**config.mk**
```make
export PLATFORM = sky130hd
export DESIGN_NAME = calc_control_unit_ext
export DESIGN_NICKNAME = d
export VERILOG_FILES = /design/src/rtl/calc_control_unit_ext.sv
export SDC_FILE = /design/constraint.sdc
export NUM_CORES = 2
export LEC_CHECK = 0
export CAP_MARGIN = 0
export CORE_MARGIN = 1
export CORE_UTILIZATION = 40
export DETAILED_ROUTE_END_ITERATION = 8
export PLACE_DENSITY = 0.63
export SETUP_SLACK_MARGIN = 0.15
export SLEW_MARGIN = 20
export SYNTH_ARGS = -nofsm -noshare
export SYNTH_HDL_FRONTEND = slang
export SYNTH_SLANG_ARGS = --single-unit
export TNS_END_PERCENT = 50
```
**constraint.sdc**
```tcl
create_clock -name clock -period 15 [get_ports clock]
set_input_delay 3 -clock clock [delete_from_list [all_inputs] [get_ports clock]]
set_output_delay 3 -clock clock [all_outputs]
set_load 0.02 [all_outputs]
```
**src/rtl/calc_control_unit_ext.sv**
```systemverilog
// Keypad-driven calculator controller: decimal operand entry, + - x / with
// left-to-right chaining, WIDTH-cycle restoring divider and a sticky ERROR state.
module calc_control_unit_ext #(
    parameter int WIDTH      = 32,
    parameter int MAX_DIGITS = 9
) (
    input  logic             clock,
    input  logic             reset,
    input  logic [3:0]       button,
    input  logic             is_pressed_next,
    output logic [WIDTH-1:0] operand_f,
    output logic [WIDTH-1:0] operand_s,
    output logic [WIDTH-1:0] display_value,
    output logic [2:0]       state,
    output logic             busy,
    output logic             error
);

    localparam int CNT_W  = $clog2(MAX_DIGITS + 1);
    localparam int DIV_W  = $clog2(WIDTH);
    localparam int PROD_W = 2 * WIDTH;

    typedef enum logic [2:0] {
        S_INITIAL   = 3'd0,
        S_OPERAND_F = 3'd1,
        S_OPERATION = 3'd2,
        S_OPERAND_S = 3'd3,
        S_COMPUTE   = 3'd4,
        S_RESULT    = 3'd5,
        S_ERROR     = 3'd6
    } state_t;

    typedef enum logic [1:0] {
        OP_ADD = 2'd0,
        OP_SUB = 2'd1,
        OP_MUL = 2'd2,
        OP_DIV = 2'd3
    } alu_op_t;

    state_t               r_state,     w_state;
    state_t               r_pending,   w_pending;
    alu_op_t              r_alu_op,    w_alu_op;
    alu_op_t              r_queued_op, w_queued_op;
    logic [WIDTH-1:0]     r_operand_f, w_operand_f;
    logic [WIDTH-1:0]     r_operand_s, w_operand_s;
    logic [CNT_W-1:0]     r_cnt_f,     w_cnt_f;
    logic [CNT_W-1:0]     r_cnt_s,     w_cnt_s;
    logic [WIDTH-1:0]     r_div_q,     w_div_q;
    logic [WIDTH-1:0]     r_div_r,     w_div_r;
    logic [DIV_W-1:0]     r_div_cnt,   w_div_cnt;
    logic                 r_pressed_q;

    logic                 w_press;
    logic                 w_is_digit;
    logic                 w_is_op;
    logic                 w_is_equal;
    logic                 w_is_clear;
    alu_op_t              w_key_op;
    logic [WIDTH-1:0]     w_digit;

    logic [WIDTH:0]       w_sum;
    logic [PROD_W-1:0]    w_prod;
    logic [WIDTH:0]       w_rem_shift;
    logic                 w_rem_ge;
    logic [WIDTH-1:0]     w_rem_next;
    logic [WIDTH-1:0]     w_quo_next;
    logic                 w_alu_done;
    logic                 w_alu_fail;
    logic [WIDTH-1:0]     w_alu_result;

    // Key decode: only the rising edge of the debounced level is an event.
    assign w_press    = is_pressed_next & ~r_pressed_q;
    assign w_is_digit = (button <= 4'd9);
    assign w_is_op    = (button >= 4'hA) && (button <= 4'hD);
    assign w_is_equal = (button == 4'hE);
    assign w_is_clear = (button == 4'hF);
    assign w_digit    = WIDTH'(button);

    always_comb begin
        case (button)
            4'hA:    w_key_op = OP_ADD;
            4'hB:    w_key_op = OP_SUB;
            4'hC:    w_key_op = OP_MUL;
            default: w_key_op = OP_DIV;
        endcase
    end

    assign w_sum  = {1'b0, r_operand_f} + {1'b0, r_operand_s};
    assign w_prod = PROD_W'(r_operand_f) * PROD_W'(r_operand_s);

    // One restoring step per cycle; the dividend shifts out of r_div_q MSB first
    // while quotient bits shift in at the bottom.
    assign w_rem_shift = {r_div_r, r_div_q[WIDTH-1]};
    assign w_rem_ge    = (w_rem_shift >= {1'b0, r_operand_s});
    assign w_rem_next  = w_rem_ge ? (w_rem_shift[WIDTH-1:0] - r_operand_s)
                                  : w_rem_shift[WIDTH-1:0];
    assign w_quo_next  = {r_div_q[WIDTH-2:0], w_rem_ge};

    always_comb begin
        w_alu_done   = 1'b1;
        w_alu_fail   = 1'b0;
        w_alu_result = w_sum[WIDTH-1:0];
        case (r_alu_op)
            OP_ADD: begin
                w_alu_fail   = w_sum[WIDTH];
                w_alu_result = w_sum[WIDTH-1:0];
            end
            OP_SUB: begin
                w_alu_fail   = (r_operand_f < r_operand_s);
                w_alu_result = r_operand_f - r_operand_s;
            end
            OP_MUL: begin
                w_alu_fail   = |w_prod[PROD_W-1:WIDTH];
                w_alu_result = w_prod[WIDTH-1:0];
            end
            OP_DIV: begin
                w_alu_fail   = (r_operand_s == '0);
                w_alu_done   = w_alu_fail || (r_div_cnt == DIV_W'(WIDTH - 1));
                w_alu_result = w_quo_next;
            end
        endcase
    end

    // NOTE: every next-state signal takes its hold value first, so no path
    // through the case below can leave one unassigned and infer a latch.
    always_comb begin
        w_state     = r_state;
        w_pending   = r_pending;
        w_alu_op    = r_alu_op;
        w_queued_op = r_queued_op;
        w_operand_f = r_operand_f;
        w_operand_s = r_operand_s;
        w_cnt_f     = r_cnt_f;
        w_cnt_s     = r_cnt_s;
        w_div_q     = r_div_q;
        w_div_r     = r_div_r;
        w_div_cnt   = r_div_cnt;

        if (w_press && w_is_clear) begin
            w_state     = S_INITIAL;
            w_pending   = S_RESULT;
            w_alu_op    = OP_ADD;
            w_queued_op = OP_ADD;
            w_operand_f = '0;
            w_operand_s = '0;
            w_cnt_f     = '0;
            w_cnt_s     = '0;
            w_div_q     = '0;
            w_div_r     = '0;
            w_div_cnt   = '0;
        end else begin
            case (r_state)
                S_INITIAL, S_RESULT: begin
                    if (w_press && w_is_digit) begin
                        w_operand_f = w_digit;
                        w_cnt_f     = CNT_W'(1);
                        w_state     = S_OPERAND_F;
                    end else if (w_press && w_is_op && r_state == S_RESULT) begin
                        w_alu_op = w_key_op;
                        w_state  = S_OPERATION;
                    end
                end
                S_OPERAND_F: begin
                    if (w_press && w_is_digit && r_cnt_f < CNT_W'(MAX_DIGITS)) begin
                        w_operand_f = r_operand_f * WIDTH'(10) + w_digit;
                        w_cnt_f     = r_cnt_f + CNT_W'(1);
                    end else if (w_press && w_is_op) begin
                        w_alu_op = w_key_op;
                        w_state  = S_OPERATION;
                    end
                end
                S_OPERATION: begin
                    if (w_press && w_is_op) begin
                        w_alu_op = w_key_op;
                    end else if (w_press && w_is_digit) begin
                        w_operand_s = w_digit;
                        w_cnt_s     = CNT_W'(1);
                        w_state     = S_OPERAND_S;
                    end
                end
                S_OPERAND_S: begin
                    if (w_press && w_is_digit && r_cnt_s < CNT_W'(MAX_DIGITS)) begin
                        w_operand_s = r_operand_s * WIDTH'(10) + w_digit;
                        w_cnt_s     = r_cnt_s + CNT_W'(1);
                    end else if (w_press && (w_is_equal || w_is_op)) begin
                        w_pending   = w_is_equal ? S_RESULT : S_OPERATION;
                        w_queued_op = w_is_op ? w_key_op : r_queued_op;
                        w_div_q     = r_operand_f;
                        w_div_r     = '0;
                        w_div_cnt   = '0;
                        w_state     = S_COMPUTE;
                    end
                end
                S_COMPUTE: begin
                    if (w_alu_fail) begin
                        w_state = S_ERROR;
                    end else begin
                        w_div_q   = w_quo_next;
                        w_div_r   = w_rem_next;
                        w_div_cnt = r_div_cnt + DIV_W'(1);
                        if (w_alu_done) begin
                            w_operand_f = w_alu_result;
                            w_operand_s = '0;
                            w_state     = r_pending;
                            if (r_pending == S_OPERATION) begin
                                w_alu_op = r_queued_op;
                            end
                        end
                    end
                end
                default: begin
                    // ERROR is sticky until CLEAR or reset
                end
            endcase
        end
    end

    // NOTE: sequential state is updated with non-blocking assignments only, so
    // every register samples the values from before this edge.
    always_ff @(posedge clock or negedge reset) begin
        if (!reset) begin
            r_state     <= S_INITIAL;
            r_pending   <= S_RESULT;
            r_alu_op    <= OP_ADD;
            r_queued_op <= OP_ADD;
            r_operand_f <= '0;
            r_operand_s <= '0;
            r_cnt_f     <= '0;
            r_cnt_s     <= '0;
            r_div_q     <= '0;
            r_div_r     <= '0;
            r_div_cnt   <= '0;
            r_pressed_q <= 1'b0;
        end else begin
            r_state     <= w_state;
            r_pending   <= w_pending;
            r_alu_op    <= w_alu_op;
            r_queued_op <= w_queued_op;
            r_operand_f <= w_operand_f;
            r_operand_s <= w_operand_s;
            r_cnt_f     <= w_cnt_f;
            r_cnt_s     <= w_cnt_s;
            r_div_q     <= w_div_q;
            r_div_r     <= w_div_r;
            r_div_cnt   <= w_div_cnt;
            r_pressed_q <= is_pressed_next;
        end
    end

    assign operand_f     = r_operand_f;
    assign operand_s     = r_operand_s;
    assign display_value = (r_state == S_OPERAND_S) ? r_operand_s : r_operand_f;
    assign state         = r_state;
    assign busy          = (r_state == S_COMPUTE);
    assign error         = (r_state == S_ERROR);

endmodule

```
==> metrics.yaml <==
cts_tree: "built"
clkLatencyLatePin_ns: 0.50
synth_top_area_share: 0.353
antenna_found_initial: 22
initialDrtViolationCount: 3925
grt_max_degree: 73
grt_pass1_vias: 44300
yosysTopAreaCell: "fa_1"
drive_above_1_share: 0.0499
setup_viol: 0
worstMarginPinSlew_ns: 1.16
die_width_um: 360
multi_input_area_um2: 42900
cpPeakStageDelay_ns: 0.71
slowest_stage: "nor3_1"
min_period_ns: 10.77
yosysWarnings: 0
clock_sinks: 151
nFillCells: 12600
grt_pass1_wl_um: 277000
core_area_um2: 126000
power.leakage_nw: 23.8
path_common_cell: "fa_1"
path_clk_slew_ns: 0.08
initial_core_util: 0.405
overflow: 0
root_buffer: "clkbuf_16"
hold_viol: 0
wl_um: 179000
holdBufCountCts: 0
ant_nets: 0
start_kind: "flop"
cp.required_ns: 15.37
post-cts-setup-buffer-count: 0
die-area_um2: 129000
wl_per_cell_um: 24.0
num_vias: 42600
via_per_inst: 5.70
syn_inst: 5916
fmax_mhz: 92.8
finish.utilization: 0.432
synth_area_um2: 51200
cp.arrival_ns: 11.15
port_buffers: 107
hpwl_um: 139000
grt_usage: 0.281
hold-worst-slack_ns: 0.506
async_flop_share: 1.00
tns_ns: 0
maxSlewViolCount: 0
seqCellArea_um2: 3800
gp_congestion: 0.987
synth_edf_count: 0
powerDensity_nw_per_um2: 118
numCtsBuffers: 17
cts.htree.levels: 4
synthTopCellsByArea: "fa_1, ha_1, dfrtp_1, and2_1, inv_1"
drc: 0
worstSetupPathType: "reg2reg"
syn_to_final_growth_pct: 6.45
end_kind: "flop"
io_pins: 108
synth_area_per_cell_um2: 8.65
ir_worst_vdd_uv: 87.0
rsz0062_at_grt: "no"
die_h_um: 360
clockBufferDepth: 2
crit_fanout: 41
drt_first_pass_iters: 5
skew_ns: 0.0198
rows: 130
power_w: 0.00640
relSlewSlack: 0.226
synth-seq-area-share: 0.0739
status: "complete, no violations"
drv_cap: 0
yosysUniqueCellTypes: 91
hold_class: "reg2reg"
synth-seq-cells: 151
ctsResizeCount: 0
nets: 7204
period_share: 0.718
ys.flop_type: "dfrtp_1"
synth_nets: 7307
power breakdown:
part	leakage, nW	total [W]	internal [W]	switching, W
logic	21.5	0.00521	0.00182	0.00339
clock network	0.294	0.000475	0.000242	0.000233
registers	2.02	0.000717	0.000533	0.000184
total	23.8	0.00640	0.00260	0.00380
synth_stat cells (31+ instances only):
| cell | n |
|---|---|
| mux2_2 | 65 |
| nor2b_1 | 39 |
| a211oi_1 | 31 |
| a21o_1 | 83 |
| and2_1 | 571 |
| nand3_1 | 60 |
| xor2_1 | 81 |
| nor2_1 | 262 |
| nand2_1 | 693 |
| o21ai_0 | 239 |
| a21oi_1 | 275 |
| nor3_1 | 57 |
| nand4_1 | 40 |
| nand2b_1 | 48 |
| fa_1 | 903 |
| clkbuf_1 | 315 |
| o211ai_1 | 49 |
| dfrtp_1 | 150 |
| xnor2_1 | 120 |
| inv_1 | 843 |
| ha_1 | 481 |
layout by cell type (no fill, tap or decap), drive strengths merged, types with 10 or more instances in the layout:
cell / Yosys / routed
clkbuf: 315 / 19
clkdlybuf4s50: 0 / 106
o21bai: 27 / 27
nor2b: 39 / 39
nor3b: 13 / 13
o31ai: 18 / 18
mux2i: 23 / 23
a21oi: 278 / 278
xnor2: 120 / 120
a22oi: 10 / 10
nand3: 61 / 61
nand2b: 48 / 48
nor4: 24 / 24
nand2: 693 / 693
or4: 11 / 11
or3: 20 / 20
xor2: 81 / 81
a31o: 10 / 10
ha: 481 / 481
o2bb2ai: 30 / 30
fa: 903 / 903
a2111oi: 12 / 12
inv: 844 / 853
nand4: 40 / 40
nor2: 264 / 264
dfrtp: 150 / 150
nor3: 59 / 59
a31oi: 23 / 23
a211oi: 32 / 32
mux2: 65 / 65
buf: 29 / 116
o22ai: 25 / 25
and3: 23 / 23
or2: 10 / 10
and2: 571 / 571
a21o: 83 / 83
o21a: 30 / 30
o21ai: 250 / 250
o211ai: 50 / 50
kinds of logic (layout without fill, tap and decap cells):
family	Yosys count	in the layout	synth area share
AND/OR/NAND/NOR	1905	1905	0.186
AO/OA/AOI/OAI	997	997	0.127
flip-flops	151	151	0.0739
other	0	5	0
multiplexers	89	89	0.0192
adder cells (fa/ha/maj)	1384	1384	0.471
buffers and inverters	1189	1099	0.0882
XOR/XNOR	201	201	0.0344
state kept, by name (all words and copies together) (netlist names), 3 cells and up:
signal and cells:
r_div_r 32, operand_s 32, operand_f 32, r_div_cnt 5, r_cnt_s 4, r_div_q 32, r_cnt_f 4, state 3
final timing paths:
path / start / endpoint / slack, ns / cells after the start
setup / recovery: operand_f[14] / r_div_q[7] / 4.23 / 29
min in group asynchronous: reset / operand_s[31] / 2.36 / 1
hold / removal: operand_s[29] / operand_s[29] / 0.51 / 1
max in group asynchronous: reset / r_alu_op[0] / 10.47 / 3
setup reg to reg: operand_f[14] / r_div_q[7] / 4.23 / 29
hold reg to reg: operand_s[29] / operand_s[29] / 0.51 / 1
final cells by class:
class / instances / area share
repair buffers: 222 / 0.0355
flip-flops and latches: 151 / 0.0697
inverters: 845 / 0.0582
multi-input cells: 4576 / 0.787
well taps: 1650 / 0.0379
diodes: 5 / 0.000230
clock inverters: 13 / 0.00280
clock buffers: 19 / 0.00813
critical path: cells and delay by family (launching register included):
kind | cells | cell delay, ns
flip-flops | 1 | 0.46
AND/OR/NAND/NOR | 8 | 2.06
multiplexers | 1 | 0.41
adder cells (fa/ha/maj) | 10 | 4.89
AO/OA/AOI/OAI | 3 | 0.87
XOR/XNOR | 1 | 0.16
buffers and inverters | 6 | 1.62
per-layer routing:
layer,vias up,GRT usage,routed length [um]
met4,16,0.110,7920
met3,302,0.0515,14400
met2,1673,0.444,80900
met5,-,0,102
met1,21800,0.381,76000
li1,18800,-,-
metrics by stage:
step / cell area [um2] / setup slack [ns] / instances
5_1_grt: 54500 / 3.75 / 7478
3_5_place_dp: 53900 / 4.34 / 7444
2_1_floorplan: 51200 / 6.05 / 5916
4_1_cts: 54500 / 4.32 / 7476
3_3_place_gp: 53900 / 4.42 / 7444
6_report: 54500 / 4.23 / 7481
No activity file was read; power rests on OpenSTA's default activity.
